**src/rtl/arm_pkg.sv**
```systemverilog
// -----------------------------------------------------------------------------
// arm_pkg
// Shared constants for the instruction fetch path.
//   WORD_W : instruction / address word width in bits
//   PC_INC : byte increment between sequential instructions
//   NOP    : MOV r0,r0, injected into IF/ID on reset and on a redirect flush
// -----------------------------------------------------------------------------
package arm_pkg;

    localparam int          WORD_W = 32;
    localparam logic [31:0] PC_INC = 32'd4;
    localparam logic [31:0] NOP    = 32'hE1A0_0000;

endpackage

```
**src/rtl/inst_mem.sv**
```systemverilog
// -----------------------------------------------------------------------------
// inst_mem
// Read-only instruction memory with a combinational read port. The contents
// come from a packed hex image parameter (word i at bits [32*i +: 32]), so
// they are fixed at elaboration and are unaffected by any reset.
//
// Parameters
//   DEPTH : number of 32-bit words (power of two)
//   INIT  : packed memory image, DEPTH*32 bits
// Ports
//   i_addr  : word index
//   o_rdata : word at i_addr, same cycle
// -----------------------------------------------------------------------------
module inst_mem
    import arm_pkg::*;
#(
    parameter int                        DEPTH = 64,
    parameter logic [DEPTH*WORD_W-1:0]   INIT  = {DEPTH{NOP}}
) (
    input  logic [$clog2(DEPTH)-1:0] i_addr,
    output logic [WORD_W-1:0]        o_rdata
);

    logic [WORD_W-1:0] w_rom [DEPTH];

    for (genvar g = 0; g < DEPTH; g++) begin : g_rom
        assign w_rom[g] = INIT[g*WORD_W +: WORD_W];
    end

    assign o_rdata = w_rom[i_addr];

endmodule

```
**src/rtl/fetch_unit.sv**
```systemverilog
// -----------------------------------------------------------------------------
// fetch_unit
// Instruction fetch stage: PC register, instruction memory lookup and the
// IF/ID pipeline register feeding decode.
//
// Parameters
//   IMEM_DEPTH : instruction memory depth in words (power of two)
//   RESET_PC   : fetch address loaded on reset
//   IMEM_INIT  : packed instruction memory image (word i at [32*i +: 32])
// Ports
//   clk          : clock, rising edge
//   reset        : asynchronous active-high reset
//   freeze       : hazard stall, holds PC register and IF/ID
//   branch_taken : redirect from execute, wins over freeze
//   branch_addr  : redirect target byte address (low two bits dropped)
//   PC           : IF/ID address+4 of the instruction on Instruction
//   Instruction  : IF/ID instruction word
//   valid        : Instruction holds a fetched word, not a reset/flush NOP
//   fetch_count  : number of valid instructions delivered (only when the
//                  FETCH_STATS_EN macro is defined)
// -----------------------------------------------------------------------------
module fetch_unit
    import arm_pkg::*;
#(
    parameter int                             IMEM_DEPTH = 64,
    parameter logic [31:0]                    RESET_PC   = 32'h0000_0000,
    parameter logic [IMEM_DEPTH*WORD_W-1:0]   IMEM_INIT  = {IMEM_DEPTH{NOP}}
) (
    input  logic              clk,
    input  logic              reset,
    input  logic              freeze,
    input  logic              branch_taken,
    input  logic [WORD_W-1:0] branch_addr,
    output logic [WORD_W-1:0] PC,
    output logic [WORD_W-1:0] Instruction,
    output logic              valid
`ifdef FETCH_STATS_EN
    ,
    output logic [WORD_W-1:0] fetch_count
`endif
);

    localparam int AW = $clog2(IMEM_DEPTH);

    logic [WORD_W-1:0] r_pc_q;
    logic [WORD_W-1:0] r_if_pc;
    logic [WORD_W-1:0] r_if_instr;
    logic              r_if_valid;

    logic [AW-1:0]     w_imem_idx;
    logic [WORD_W-1:0] w_imem_word;
    logic [WORD_W-1:0] w_pc_seq;
    logic [WORD_W-1:0] w_branch_tgt;
    logic              w_load;
    logic              w_unused;

    // Upper address bits alias: only the word index reaches the memory.
    assign w_imem_idx   = r_pc_q[AW+1:2];
    assign w_pc_seq     = r_pc_q + PC_INC;
    assign w_branch_tgt = {branch_addr[WORD_W-1:2], 2'b00};
    assign w_load       = !branch_taken && !freeze;
    assign w_unused     = ^{branch_addr[1:0], r_pc_q[WORD_W-1:AW+2], r_pc_q[1:0]};

    inst_mem #(
        .DEPTH (IMEM_DEPTH),
        .INIT  (IMEM_INIT)
    ) u_imem (
        .i_addr  (w_imem_idx),
        .o_rdata (w_imem_word)
    );

    // Redirect beats freeze: the target is loaded and IF/ID flushed on the
    // same edge, so the target word reaches decode one edge later.
    always_ff @(posedge clk or posedge reset) begin
        if (reset) begin
            r_pc_q     <= RESET_PC;
            r_if_pc    <= '0;
            r_if_instr <= NOP;
            r_if_valid <= 1'b0;
        end else if (branch_taken) begin
            r_pc_q     <= w_branch_tgt;
            r_if_pc    <= '0;
            r_if_instr <= NOP;
            r_if_valid <= 1'b0;
        end else if (!freeze) begin
            r_pc_q     <= w_pc_seq;
            r_if_pc    <= w_pc_seq;
            r_if_instr <= w_imem_word;
            r_if_valid <= 1'b1;
        end
    end

    assign PC          = r_if_pc;
    assign Instruction = r_if_instr;
    assign valid       = r_if_valid;

`ifdef FETCH_STATS_EN
    logic [WORD_W-1:0] r_fetch_count;

    always_ff @(posedge clk or posedge reset) begin
        if (reset) begin
            r_fetch_count <= '0;
        end else if (w_load) begin
            r_fetch_count <= r_fetch_count + 32'd1;
        end
    end

    assign fetch_count = r_fetch_count;
`else
    logic w_unused_load;
    assign w_unused_load = w_load;
`endif

endmodule

```
**config.mk**
```make
export PLATFORM = sky130hd
export DESIGN_NAME = fetch_unit
export DESIGN_NICKNAME = d
export VERILOG_FILES = /design/src/rtl/arm_pkg.sv /design/src/rtl/inst_mem.sv /design/src/rtl/fetch_unit.sv
export SDC_FILE = /design/constraint.sdc
export NUM_CORES = 1
export LEC_CHECK = 0
export BUFFER_PORTS_ARGS = -buffer_cell sky130_fd_sc_hd__buf_2
export CAP_MARGIN = 20
export CORE_UTILIZATION = 30
export DETAILED_ROUTE_END_ITERATION = 10
export HOLD_SLACK_MARGIN = 0.08
export SLEW_MARGIN = 20
export SYNTH_ARGS = -nofsm -noshare
export SYNTH_HDL_FRONTEND = slang
export SYNTH_HIERARCHICAL = 1
export SYNTH_SLANG_ARGS = --single-unit
export TNS_END_PERCENT = 100
```
**constraint.sdc**
```tcl
create_clock -name clk -period 5.8 [get_ports clk]
set_input_delay 0.87 -clock clk [delete_from_list [all_inputs] [get_ports clk]]
set_output_delay 0.87 -clock clk [all_outputs]
set_load 0.02 [all_outputs]
```
-- After elaboration in Yosys (flattened, before gate mapping)
Memory sizes are Yosys's and may differ from the RTL's.
Cells that the tools add are included.
- $add $sub $neg: 1
- multiply operators: 0
- div/mod/pow operators: 0
- $lt $le $gt $ge: 1
- eq/ne operators: 1
- shift-type cells: 0
- muxes and demuxes: 9
- bitwise logic cells: 1
- reductions and logical operators: 0
- operators by type and width (operator ; count):
    two-way mux 32 bit ; 7
    adder 32 x 3 -> 32 bit (second input constant) ; 1
    greater-or-equal comparator 7 bit (second input constant) ; 1
    NOT 6 -> 7 bit ; 1
    two-way mux 1 bit ; 2
    != test 2 x 1 -> 1 bit (second input constant) ; 1
- register bits after elaboration: 97
- bits in latches: 0
- memory bits (writable): 0
- ROM bits: 2048
- input bits: 36
- output and inout port bits: 65
- word-level logic and storage cells: 18
- memories: 1
- memories (memory ; depth ; width ; rd ports ; clocked after Yosys merged registers in ; wr ports ; RTL line ; source):
    (no name shown) ; 64 ; 32 ; 1 ; 0 ; 0 ; inst_mem.sv:30 ; assign o_rdata = w_rom[i_addr];

-- Logic depth before layout (Yosys ltp)
- depth after elaboration: 6
- depth in mapped cells: 7
- mapped depth without buffers: 5

-- Modules after synthesis
Netlist, hierarchy kept.
- by module, submodules not included (module ; times used ; cells an instance ; area an instance (um^2) ; seq. area each (um^2)):
    fetch_unit ; 1 ; 498 ; 4812.1 ; 2359.8
    inst_mem ; 1 ; 34 ; 247.7 ; 0.0

-- Worst setup path before layout
No wires, ideal clock.
- path kind: input-to-reg
- start point: in freeze
- end point: reg r_if_instr[16], in the netlist Instruction[16]
- library setup time: 0.073 ns
- data arrival time: 2.083 ns
- required time: 5.727 ns
- slack: 3.644 ns
- cell stages on the path: 5
- path buffers: 3
- path through: clkbuf_1 -> clkbuf_1 -> buf_1 -> mux2i_1 -> nor2_1
- cells in the longest elaborated chain, start to end: 1
- RTL lines (element ; RTL line ; source):
    from (decl) ; fetch_unit.sv:31 ; input logic freeze,
    != test 2 x 1 -> 1 bit (no source line) ; -- ;
    to (signal assigned) ; fetch_unit.sv:88 ; r_if_instr <= w_imem_word;
    to (decl) ; fetch_unit.sv:47 ; logic [WORD_W-1:0] r_if_instr;
Every way passes these cells.
A chain may end at the register's enable or synchronous reset.

-- Final worst setup path
- start point: in freeze
- end point: reg r_pc_q[13]
- cells in the longest elaborated chain, start to end: 1
- RTL lines (element ; RTL line ; source):
    != test 2 x 1 -> 1 bit (no source line) ; -- ;
    to (signal assigned) ; fetch_unit.sv:81 ; r_pc_q <= w_branch_tgt;
    to (signal assigned) ; fetch_unit.sv:86 ; r_pc_q <= w_pc_seq;
    to (decl) ; fetch_unit.sv:45 ; logic [WORD_W-1:0] r_pc_q;
Every way passes these cells.

==> summary.md <==
The most critical setup path has its endpoint at r_pc_q[13]$_DFFE_PP0N_. Setup violations remaining at the end of the flow were counted as 0. VDD sags by at most 0.1434 mV.

Yosys mapped the design onto 52 distinct sky130hd cell types. The multiplexer share of the synthesized area is 0.06528. The slew at the pin with the worst max-slew slack came out at 1.009 ns. The clock passes through at most 2 buffers. The fraction of final layout cells with drive strength greater than 1 is 0.2172. Dividing the detail-routed via count by the number of cells gives 4.885. The leakage dissipation is 0.002649 µW.

The path class of the tightest hold or removal check is reg2reg. The flow ran to the end, and the final reports show no timing, DRC or antenna violations. The mean post-synth cell area is 9.511 µm². Summing every instance area after synthesis gives 0.005060 mm². The tools report the startpoint of the worst register-to-register path as r_pc_q[2]$_DFFE_PP0N_. By area the synthesized netlist is led by dfrtp_1 44%, mux2i_1 6.5%, buf_4 5.3%, nor2_1 4.9%, nand2_1 3.3%. The largest family of logic cells by synthesized area was simple AND/OR/NAND/NOR gates. The placed instances occupy a cell area of 0.005514 mm².

The average detailed-routed wire length per instance is 15.27 µm. The run gives 20830 µm as the wire length of the first global-routing pass. The number of flops mapped to enable cells by yosys is 0, and the area of all placed cells without fillers is 0.005803 mm².

The logs give 0.01739 mm² for the overall die area and 0.006754 ns for the worst-case clock skew. Walking the worst path, the cells encountered are buf_2, inv_2, nand4_1, or3_1, a31oi_1. Area share of xor/xnor cells in the synthesized design: 0.04154. The share of synthesized cell area in and, or, nand and nor gates was 0.2080. Final-report max-slew violation count: 0. The maximum fanout encountered on the critical timing path works out to 55. The library cell used most frequently in the layout, excluding fill and tap cells, is buf_2. The maximum achievable frequency was 386.2 MHz; the first-pass detailed-route iteration total was 4. In the final design database the tool counted 635 nets. The core region is 0.01652 mm². The final hold violation count is 0. The insertion delay of the later-clocked pin in the worst-skew pair came out at 0.35 ns.

The worst stage delay on the critical path was 0.77 ns; the count of H-tree levels built during CTS was 3. For the count of antenna diodes in the layout, the log shows 0. Endpoint of the lowest-slack register-to-register path: r_pc_q[30]$_DFFE_PP0N_. Measured along the x axis, the die boundary spans 131.9 µm. The number of clock buffers added by TritonCTS is 9.

For the part of the Yosys area used for sequential elements, the log shows 0.4664. The cell count after synthesis is 532. The logs give 2.833 ns for the worst setup slack before clock tree synthesis and 3.29 ns for the minimum setup slack among reg-to-reg paths. The number of hold buffers added after CTS was 0.

Once the clock tree was built, the setup fixing pass inserted 0 buffers. Number of input and output port buffers inserted: 98. After detailed routing, the number of remaining DRC violations is 0. The number of synthesized register bits came out at 94.

The congestion estimate from routability-driven global placement came to 0.8039. Tracing the worst setup path back leads to its startpoint at freeze. Setup repair after global routing left no endpoint under its margin.

The logs give 2.86 ns for the data arrival time of the worst path and 12570 µm for the total wire length. Across the run, the number of max-cap violations was 0. The normalized max-slew margin came out at 0.3274. The largest individual stage delay along the critical path comes from the cell inv_2. The global routing usage summed across all routing layers was 0.1511. Entering global routing, the biggest net connects 62 pins. Compared with the post-synthesis result, the final layout area differs by 14.69%. The tools report the final-layout setup total negative slack as 0 ns. STA classifies the critical path startpoint as an input pin.

Yosys printed 6 warnings. Fraction of registers with async set/reset: 1.000. The clock drives 94 sinks.

The critical path class was in2reg. The HPWL after detailed placement was 8540 µm. The tools report the number of nets with antenna violations after routing as 0.

The smallest clock period supported by the final layout is computed as 2.589 ns. The die is 131.9 µm tall. The detailed-route via count is 4020, and the initial antenna violation count is 1. The fraction of the mapped netlist area in compound gates works out to 0.1219. The via count of the first global-routing pass came out at 4060. In this run the most critical hold path is launched from valid$_DFFE_PP0N_. The clock-pin transition on the worst setup and hold timing paths is 0.07 ns, and the I/O pin count is 101. In this run, post-CTS repair resized a total of 0 instances.

The share of the synthesized area in the top cell type is 0.4352. In this run the clock root is driven by a clkbuf_16. The flip-flop cell with the highest count after synthesis is dfrtp_1.

The arithmetic-cell share of the synthesized area counting full adders, half adders and majority gates was 0.002473; the total power per unit cell area was 273.0 mW/mm². Summed over all layers, the global routing overflow is 0. For this block, the initial DRC count from the detailed router was 213. The biggest area contributor in the post-synthesis netlist is dfrtp_1. The top cell types in the final layout, fill and taps aside, are 98 x buf_2, 88 x dfrtp_1, 66 x nor2_1. The standard-cell row count came out at 47. The ratio of final minimum period to clock period came out at 0.4464. STA puts the critical path data required time at 6.08 ns. The worst setup path is captured at a register. The worst path meets setup with 3.211 ns of slack. TritonCTS built the clock tree.

The initial cell density of the core is 0.3062, and the length in cells of the worst reg-to-reg path is 5.
[Yosys cell counts (2+ instances only)]
master and instances:
a31o_2 2, dfrtp_1 88, o31ai_1 9, a311oi_1 13
nor2b_1 4, or3_1 10, conb_1 2, nor2_1 66
o21ai_0 26, a21oi_1 7, and3b_1 2, and3_1 5
and2_1 2, o211ai_1 5, or4_1 15, mux2i_1 33
inv_1 3, xnor2_1 16, nand4_1 14, a31oi_1 8
a211oi_1 9, buf_6 2, nand3_1 20, o41ai_1 2
buf_4 36, xor2_1 8, nor3_1 5, nor4_1 7
and4_1 6, buf_2 12, clkbuf_1 25, nand2_1 45
dfstp_2 6
[layer usage]
metal,share of wire,global-route usage
met4,0.019,0.06977
met1,0.45,0.1907
met3,0.071,0.04806
met2,0.45,0.2354
met5,0.00088,0
[worst min path at each step]
| stage | endpoint | slack, ns | cells after the start |
|---|---|---|---|
| 3_5_place_dp | valid$_DFFE_PP0N_ | 0.46 | 1 |
| 4_1_cts | valid$_DFFE_PP0N_ | 0.48 | 1 |
| 6_report | valid$_DFFE_PP0N_ | 0.47 | 1 |
| 2_1_floorplan | r_pc_q[31]$_DFFE_PP0N_ | 0.55 | 2 |
| 3_3_place_gp | valid$_DFFE_PP0N_ | 0.47 | 1 |
| 5_1_grt | valid$_DFFE_PP0N_ | 0.50 | 1 |
[metrics by stage]
stage / utilization / hold WS, ns / power [µW] / std cells
2_1_floorplan: - / 0.5461 / 945.1 / 562
3_3_place_gp: 0.3337 / 0.4666 / 1000 / 807
3_5_place_dp: 0.3337 / 0.4621 / 1009 / 807
4_1_cts: 0.3512 / 0.4782 / 1606 / 823
5_1_grt: 0.3512 / 0.4965 / 1668 / 823
6_report: 0.3512 / 0.4737 / 1584 / 823
[critical path, delay by kind of cell]
kind,cells,cell delay (ns)
simple gates,2,0.74
compound gates,1,0.17
buf+inv,2,1.05
[flip-flops by register name, indices dropped and copies added, names as in the netlist]
name         count
r_pc_q          30
PC              31
Instruction     32
valid            1
[cell type report]
| type | instances | area (µm²) |
|---|---|---|
| fillers | 1685 | 10720 |
| inverters | 4 | 16.27 |
| clock inverters | 7 | 63.81 |
| repair buffers | 102 | 520.5 |
| multi-input cells | 387 | 2342 |
| clock buffers | 9 | 225.2 |
| flip-flops and latches | 94 | 2360 |
| well taps | 220 | 275.3 |
[cells by family after synthesis]
family          after synthesis
compound gates               90
other cells                   2
simple gates                207
mux                          33
fa+ha+maj                     1
flops                        94
xor+xnor                     24
buf+inv                      81
[where the power goes]
| group | internal, µW | switching, µW | leakage [µW] |
|---|---|---|---|
| Clock | 301 | 289 | 0.000143 |
| Sequential | 706 | 49.3 | 0.00118 |
| Combinational | 87.5 | 152 | 0.00132 |
| Total | 1090 | 490 | 0.00265 |
Note: power is estimated with default switching activity, not from simulation.
